## config.mk

```make
export PLATFORM = sky130hd
export DESIGN_NAME = sseg_ctrl
export DESIGN_NICKNAME = d
export VERILOG_FILES = /design/src/rtl/sseg_ctrl_pkg.sv /design/src/rtl/sseg_prescaler.sv /design/src/rtl/sseg_ctrl.sv
export SDC_FILE = /design/constraint.sdc
export NUM_CORES = 1
export LEC_CHECK = 0
export CAP_MARGIN = 30
export CORE_ASPECT_RATIO = 0.5
export CORE_UTILIZATION = 35
export CTS_CLUSTER_DIAMETER = 80
export CTS_CLUSTER_SIZE = 20
export DETAILED_ROUTE_END_ITERATION = 10
export HOLD_SLACK_MARGIN = 0.12
export PLACE_DENSITY = 0.76
export SLEW_MARGIN = 0
export SYNTH_ARGS = -nofsm -noshare
export SYNTH_HDL_FRONTEND = slang
export SYNTH_SLANG_ARGS = --single-unit
```

## constraint.sdc

```tcl
create_clock -name clk -period 2.3 [get_ports clk]
set_input_delay 0.69 -clock clk [delete_from_list [all_inputs] [get_ports clk]]
set_output_delay 0.69 -clock clk [all_outputs]
set_load 0.01 [all_outputs]
```

## src/rtl/sseg_ctrl_pkg.sv

```systemverilog
// rtl/sseg_ctrl_pkg.sv - shared types and constants for the seven-segment ownership controller
package sseg_ctrl_pkg;
    localparam int DATA_W = 16;

    typedef enum logic {IDLE, HOLD} state_t;
    typedef enum logic {OWN_A, OWN_B} owner_t;
    typedef logic [3:0][3:0] digits_t;
endpackage

```

## src/rtl/sseg_prescaler.sv

```systemverilog
// rtl/sseg_prescaler.sv - free-running divider producing the one-cycle display refresh strobe
module sseg_prescaler
    import sseg_ctrl_pkg::*;
#(
    parameter int DIV = 100_000
) (
    input  logic clk,
    input  logic rst,
    output logic tick
);
    localparam int CW = (DIV > 1) ? $clog2(DIV) : 1;
    localparam logic [CW-1:0] LAST = CW'(DIV - 1);

    logic [CW-1:0] cnt;

    // tick is registered, so it lands in the cycle after cnt hits LAST
    always_ff @(posedge clk) begin
        if (rst) begin
            cnt  <= '0;
            tick <= 1'b0;
        end else begin
            tick <= (cnt == LAST);
            cnt  <= (cnt == LAST) ? '0 : cnt + 1'b1;
        end
    end
endmodule

```

## src/rtl/sseg_ctrl.sv

```systemverilog
// rtl/sseg_ctrl.sv - round-robin display ownership controller; SSEG_CTRL_HOLD_EN adds the minimum-hold timer
module sseg_ctrl
    import sseg_ctrl_pkg::*;
#(
    parameter int REFRESH_DIV = 100_000,
    parameter int HOLD_TICKS  = 250
) (
    input  logic              clk,
    input  logic              rst,
    input  logic              a_valid,
    input  logic [DATA_W-1:0] a_data,
    output logic              a_ready,
    input  logic              b_valid,
    input  logic [DATA_W-1:0] b_data,
    output logic              b_ready,
    output logic [3:0]        digit3,
    output logic [3:0]        digit2,
    output logic [3:0]        digit1,
    output logic [3:0]        digit0,
    output logic              refresh_en,
    output logic              owner,
    output logic              busy
);
    if (REFRESH_DIV < 2) begin : g_bad_div
        $error("sseg_ctrl: REFRESH_DIV must be >= 2");
    end
    if (HOLD_TICKS < 1) begin : g_bad_hold
        $error("sseg_ctrl: HOLD_TICKS must be >= 1");
    end

    logic    tick;
    digits_t digits;
    owner_t  owner_q;
    owner_t  last_grant;
    logic    a_win, b_win;
    logic    a_xfer, b_xfer;

    sseg_prescaler #(.DIV(REFRESH_DIV)) u_prescaler (
        .clk  (clk),
        .rst  (rst),
        .tick (tick)
    );

    // On a tie the requester that did not win last time goes first
    always_comb begin
        a_win = a_valid && (!b_valid || last_grant == OWN_B);
        b_win = b_valid && (!a_valid || last_grant == OWN_A);
    end

`ifdef SSEG_CTRL_HOLD_EN
    localparam int HW = $clog2(HOLD_TICKS + 1);

    state_t        state;
    logic [HW-1:0] hold_cnt;

    // While held, only the current owner may refresh its own word
    always_comb begin
        a_ready = 1'b0;
        b_ready = 1'b0;
        if (!rst) begin
            if (state == IDLE) begin
                a_ready = a_win;
                b_ready = b_win;
            end else begin
                a_ready = a_valid && (last_grant == OWN_A);
                b_ready = b_valid && (last_grant == OWN_B);
            end
        end
    end

    always_ff @(posedge clk) begin
        if (rst) begin
            state    <= IDLE;
            hold_cnt <= '0;
        end else begin
            case (state)
                IDLE: begin
                    if (a_xfer || b_xfer) begin
                        state    <= HOLD;
                        hold_cnt <= HW'(HOLD_TICKS);
                    end
                end
                HOLD: begin
                    if (tick) begin
                        if (hold_cnt == HW'(1)) state <= IDLE;
                        else                    hold_cnt <= hold_cnt - 1'b1;
                    end
                end
                default: state <= IDLE;
            endcase
        end
    end

    assign busy = (state == HOLD);
`else
    always_comb begin
        a_ready = !rst && a_win;
        b_ready = !rst && b_win;
    end

    assign busy = 1'b0;
`endif

    assign a_xfer = a_valid && a_ready;
    assign b_xfer = b_valid && b_ready;

    always_ff @(posedge clk) begin
        if (rst) begin
            digits     <= '0;
            owner_q    <= OWN_A;
            last_grant <= OWN_B;
        end else if (a_xfer) begin
            digits     <= digits_t'(a_data);
            owner_q    <= OWN_A;
            last_grant <= OWN_A;
        end else if (b_xfer) begin
            digits     <= digits_t'(b_data);
            owner_q    <= OWN_B;
            last_grant <= OWN_B;
        end
    end

    assign digit3     = digits[3];
    assign digit2     = digits[2];
    assign digit1     = digits[1];
    assign digit0     = digits[0];
    assign refresh_en = tick;
    assign owner      = (owner_q == OWN_B);
endmodule

```

======== Word level (Yosys, flattened, before mapping) ========
Cells that the tools add are included.
word-level totals
  bits of input ports ..................... 36
  flip-flop bits (word level) ............. 36
  output and inout port bits .............. 21
cells by class
  add/subtract/negate cells ............... 1
  equal/unequal tests ..................... 1
  bitwise logic cells ..................... 1
  mux-type cells .......................... 4
  reduce and logical (&&, ||, !) cells .... 14
operator list
  cell                                                             number
  16-bit 2-to-1 mux                                                2
  17-bit by 1-bit adder with 17-bit output, second input constant  1
  17-bit == test, second input constant                            1
  1-bit logical AND                                                6
  2-bit OR reduction                                               2
  1-bit logical NOT                                                3
  1-bit logical OR                                                 2
  1-bit 2-to-1 mux                                                 2
  2-bit nonzero test                                               1
  1-bit inverter                                                   1

======== Depth between registers and ports, before layout ========
  depth after elaboration ................. 7
  mapped depth ............................ 6

======== Cells and area by module ========
Synthesis repeated with hierarchy kept, for this count alone.
second synthesis, totals
  cell total of the unflattened synthesis .. 176
  area total of the unflattened synthesis .. 1731.7 um^2
modules (own cells, without submodules)
  module          instances  cells each  area each (um^2)  seq. area each (um^2)
  sseg_ctrl       1          88          869.6             360.3
  sseg_prescaler  1          88          862.1             360.3

======== Worst setup path after synthesis ========
Ideal clock, no wire load.
  path kind ............................... input-to-output
  from .................................... in rst
  to ...................................... out b_ready
  arrival ................................. 1.338 ns
  path slack .............................. 0.272 ns
  cell stages on the path ................. 3
  cells stage by stage .................... buf_2 > and3b_1 > clkbuf_1
between the ends
  word-level cells in the longest chain between the ends .. 2
ends and longest elaborated chain
  what               line             RTL
  start, declared    sseg_ctrl.sv:9   input logic rst,
  1-bit logical NOT  sseg_ctrl.sv:98  b_ready = !rst && b_win;
  1-bit logical AND  sseg_ctrl.sv:98
  end, declared      sseg_ctrl.sv:15  output logic b_ready,
Every way passes these cells.

======== Worst setup path after layout ========
  from .................................... in rst
  to ...................................... out a_ready
between the ends
  word-level cells in the longest chain between the ends .. 2
ends and longest elaborated chain
  what               line             RTL
  1-bit logical NOT  sseg_ctrl.sv:97  a_ready = !rst && a_win;
  1-bit logical AND  sseg_ctrl.sv:97
  end, declared      sseg_ctrl.sv:12  output logic a_ready,
Every way passes these cells.

==> metrics.yaml <==
end_kind: "primary output"
grt_max_degree: 25
drv_cap: 0
overflow: 0
crit_path_max_incr_delay_ns: 0.50
vias: 1369
synth_cells: 167
numCtsBuffers: 5
synthXorXnorAreaFrac: 0.08454
grt_pass1_vias: 1374
crit_start: "rst"
powerDensity_mw_per_mm2: 576.0
synth-simple-area-share: 0.2456
post_cts_buffers: 0
critPathKind: "input port to primary output"
drc: 0
diodes: 0
cts_tree: "done"
die_w_um: 96.24
synth-async-reset-ratio: 0
drt_iter0_markers: 59
synth_edf_count: 0
ys_seq_area_frac: 0.4638
critPathTopFamily: "buffers and inverters"
reg2reg_from: "u_prescaler.cnt[0]"
io_pins: 57
root_buffer: "clkbuf_8"
clk_latency_ns: 0.28
syn_area_per_cell_sq_um: 9.305
hold_violations: 0
die_h_um: 49.12
drv_slew: 0
cts_sinks: 36
setup_viol: 0
ant_nets: 0
grt_setup_unrepaired: "no"
synth_fa_ha_area_frac: 0.008052
place_hpwl_um: 2606
yosysWarnings: 0
core_sq_mm: 0.004084
grt_use_total: 0.1735
status: "complete, no violations"
postPlaceCellArea_sq_mm: 0.002140
crit_fanout: 3
fmax_mhz: 447.4
path_buf_inv: 2
ys_ff_latch: 36
clock-skew-final_ns: 0.005571
clk_pin_slew_worst_paths_ns: 0.06
post-route-period-util: 0.9718
clock_path_buffers: 2
synth_top_family_by_area: "simple AND/OR/NAND/NOR gates"
start_util: 0.3805
layout_min_cycle_time_ns: 2.235
die-area_sq_mm: 0.004727
io_buffer_count: 55
leakage_nw: 0.7860
routed_wl_um: 3678
synth_compound_area_frac: 0.1047
layout_setup_ws_ns: 0.06488
crit_required_ns: 1.61
synth_ff_type: "dfxtp_1"
synth_area_leader_cell: "dfxtp_1"
grt_pass1_wl_um: 6196
synth.distinct_cells: 32
arrival_ns: 1.55
fin_nets: 260
hp-start: "u_prescaler.cnt[0]"
post-place-ws_ns: -0.4520
syn_nets: 204
design_area_sq_mm: 0.002196
yosysMostFrequentCell: "nor2_1"
crit_slowest_cell: "clkdlybuf4s50_1"
synth_area_leaders: "dfxtp_1 46%, nor2_1 9.2%, xnor2_1 6.8%, a222oi_1 6.4%, mux2i_1 3.9%"
wl_per_cell_um: 13.37
netlist_area_sq_mm: 0.001554
num_rows: 16
place.gp.congestion: 0.7316
cts_max_level: 2
antenna_found_initial: 0
worstPathCellList: "clkdlybuf4s50_1 > and3b_1 > buf_2"
synth_common_cells: "38 x nor2_1, 36 x dfxtp_1, 12 x xnor2_1"
ir_drop_v: 0.0002245
min_path_type: "flip-flop to flip-flop"
drive_above_1_share: 0.07240
dr.pass1.iters: 5
via_per_inst: 4.978
synth_top_area_share: 0.4638
cts_hold_buf: 0
fill_cells: 379
area_growth_pct: 41.30
cts.repair.resized: 10
start_kind: "input port"
synth.mux.area_fraction: 0.03865
-- kinds of logic after synthesis --
kind of cell	count (synthesis)
AO/OA/AOI/OAI	19
XOR/XNOR	15
adder cells (fa/ha/maj)	1
buffers and inverters	14
flip-flops	36
multiplexers	6
other	1
AND/OR/NAND/NOR	75
-- cells in the final DEF (no fill, tap or decap) --
cell type	instances
o21ai_0	1
nor4b_1	1
nand4_1	4
nand3_1	6
and3b_1	2
buf_4	5
dlygate4sd2_1	2
buf_2	2
mux2i_1	6
nand2_1	6
nor2_1	38
nand4_2	2
or2_2	1
clkdlybuf4s50_1	51
a21oi_1	1
a211oi_1	6
xnor2_1	12
o21bai_1	1
inv_1	3
ha_1	1
nand2b_1	3
nor3_1	5
and4_1	1
clkbuf_8	5
dfxtp_1	36
nor4_1	3
a222oi_1	10
xor2_1	3
nor4bb_1	2
nor4_2	1
conb_1	1
-- registers in the layout (all words and copies together), names as in the netlist --
signal / count
digit0: 4
digit1: 4
digit2: 4
digit3: 4
last_grant: 1
owner: 1
u_prescaler.cnt: 17
u_prescaler.tick: 1
-- routing by layer --
layer,global-route usage,vias to the layer above,routed length (um)
met2,0.3085,20,1747
li1,-,703,-
met5,0,-,0
met1,0.1960,638,1701
met4,0.07463,0,69
met3,0.04361,8,160
-- stage by stage --
step                      instances  TNS [ns]  hold WS [ns]   power, W    util
after floorplan                 167         0        0.4406  0.0007686       -
after CTS                       275         0        0.5015   0.001274  0.5377
after detailed placement        270   -0.9551        0.4852  0.0008870  0.5239
after global placement          270   -0.7555        0.4582  0.0008814  0.5239
final                           275         0        0.4907   0.001265  0.5377
after global routing            275         0        0.5235   0.001322  0.5377
-- power breakdown --
| part | internal (W) | switching, W | leakage, nW |
|---|---|---|---|
| logic | 0.000124 | 0.0000810 | 0.456 |
| clock network | 0.000195 | 0.000198 | 0.0359 |
| registers | 0.000650 | 0.0000169 | 0.294 |
-- worst reg2reg max path: stages (launching register included) --
cell and delay (ns):
dfxtp_1 0.40, ha_1 0.26, nand4_2 0.21, nor4_1 0.38, xnor2_1 0.16, nor2_1 0.05
-- final cells by class --
class                   instances  area, sq um  share of cell area
flip-flops and latches         36        720.7              0.3282
multi-input cells             117        752.0              0.3424
well taps                      54        67.56             0.03077
repair buffers                 60        575.6              0.2621
clock buffers                   5        68.82             0.03134
inverters                       3        11.26            0.005128
-- final timing paths --
path,slack [ns],end,cells past startpoint
setup / recovery,0.06,a_ready,3
hold / removal,0.49,u_prescaler.cnt[0],1
setup reg to reg,0.73,u_prescaler.cnt[14],5
hold reg to reg,0.49,u_prescaler.cnt[0],1
No activity file was read; power rests on OpenSTA's default activity.
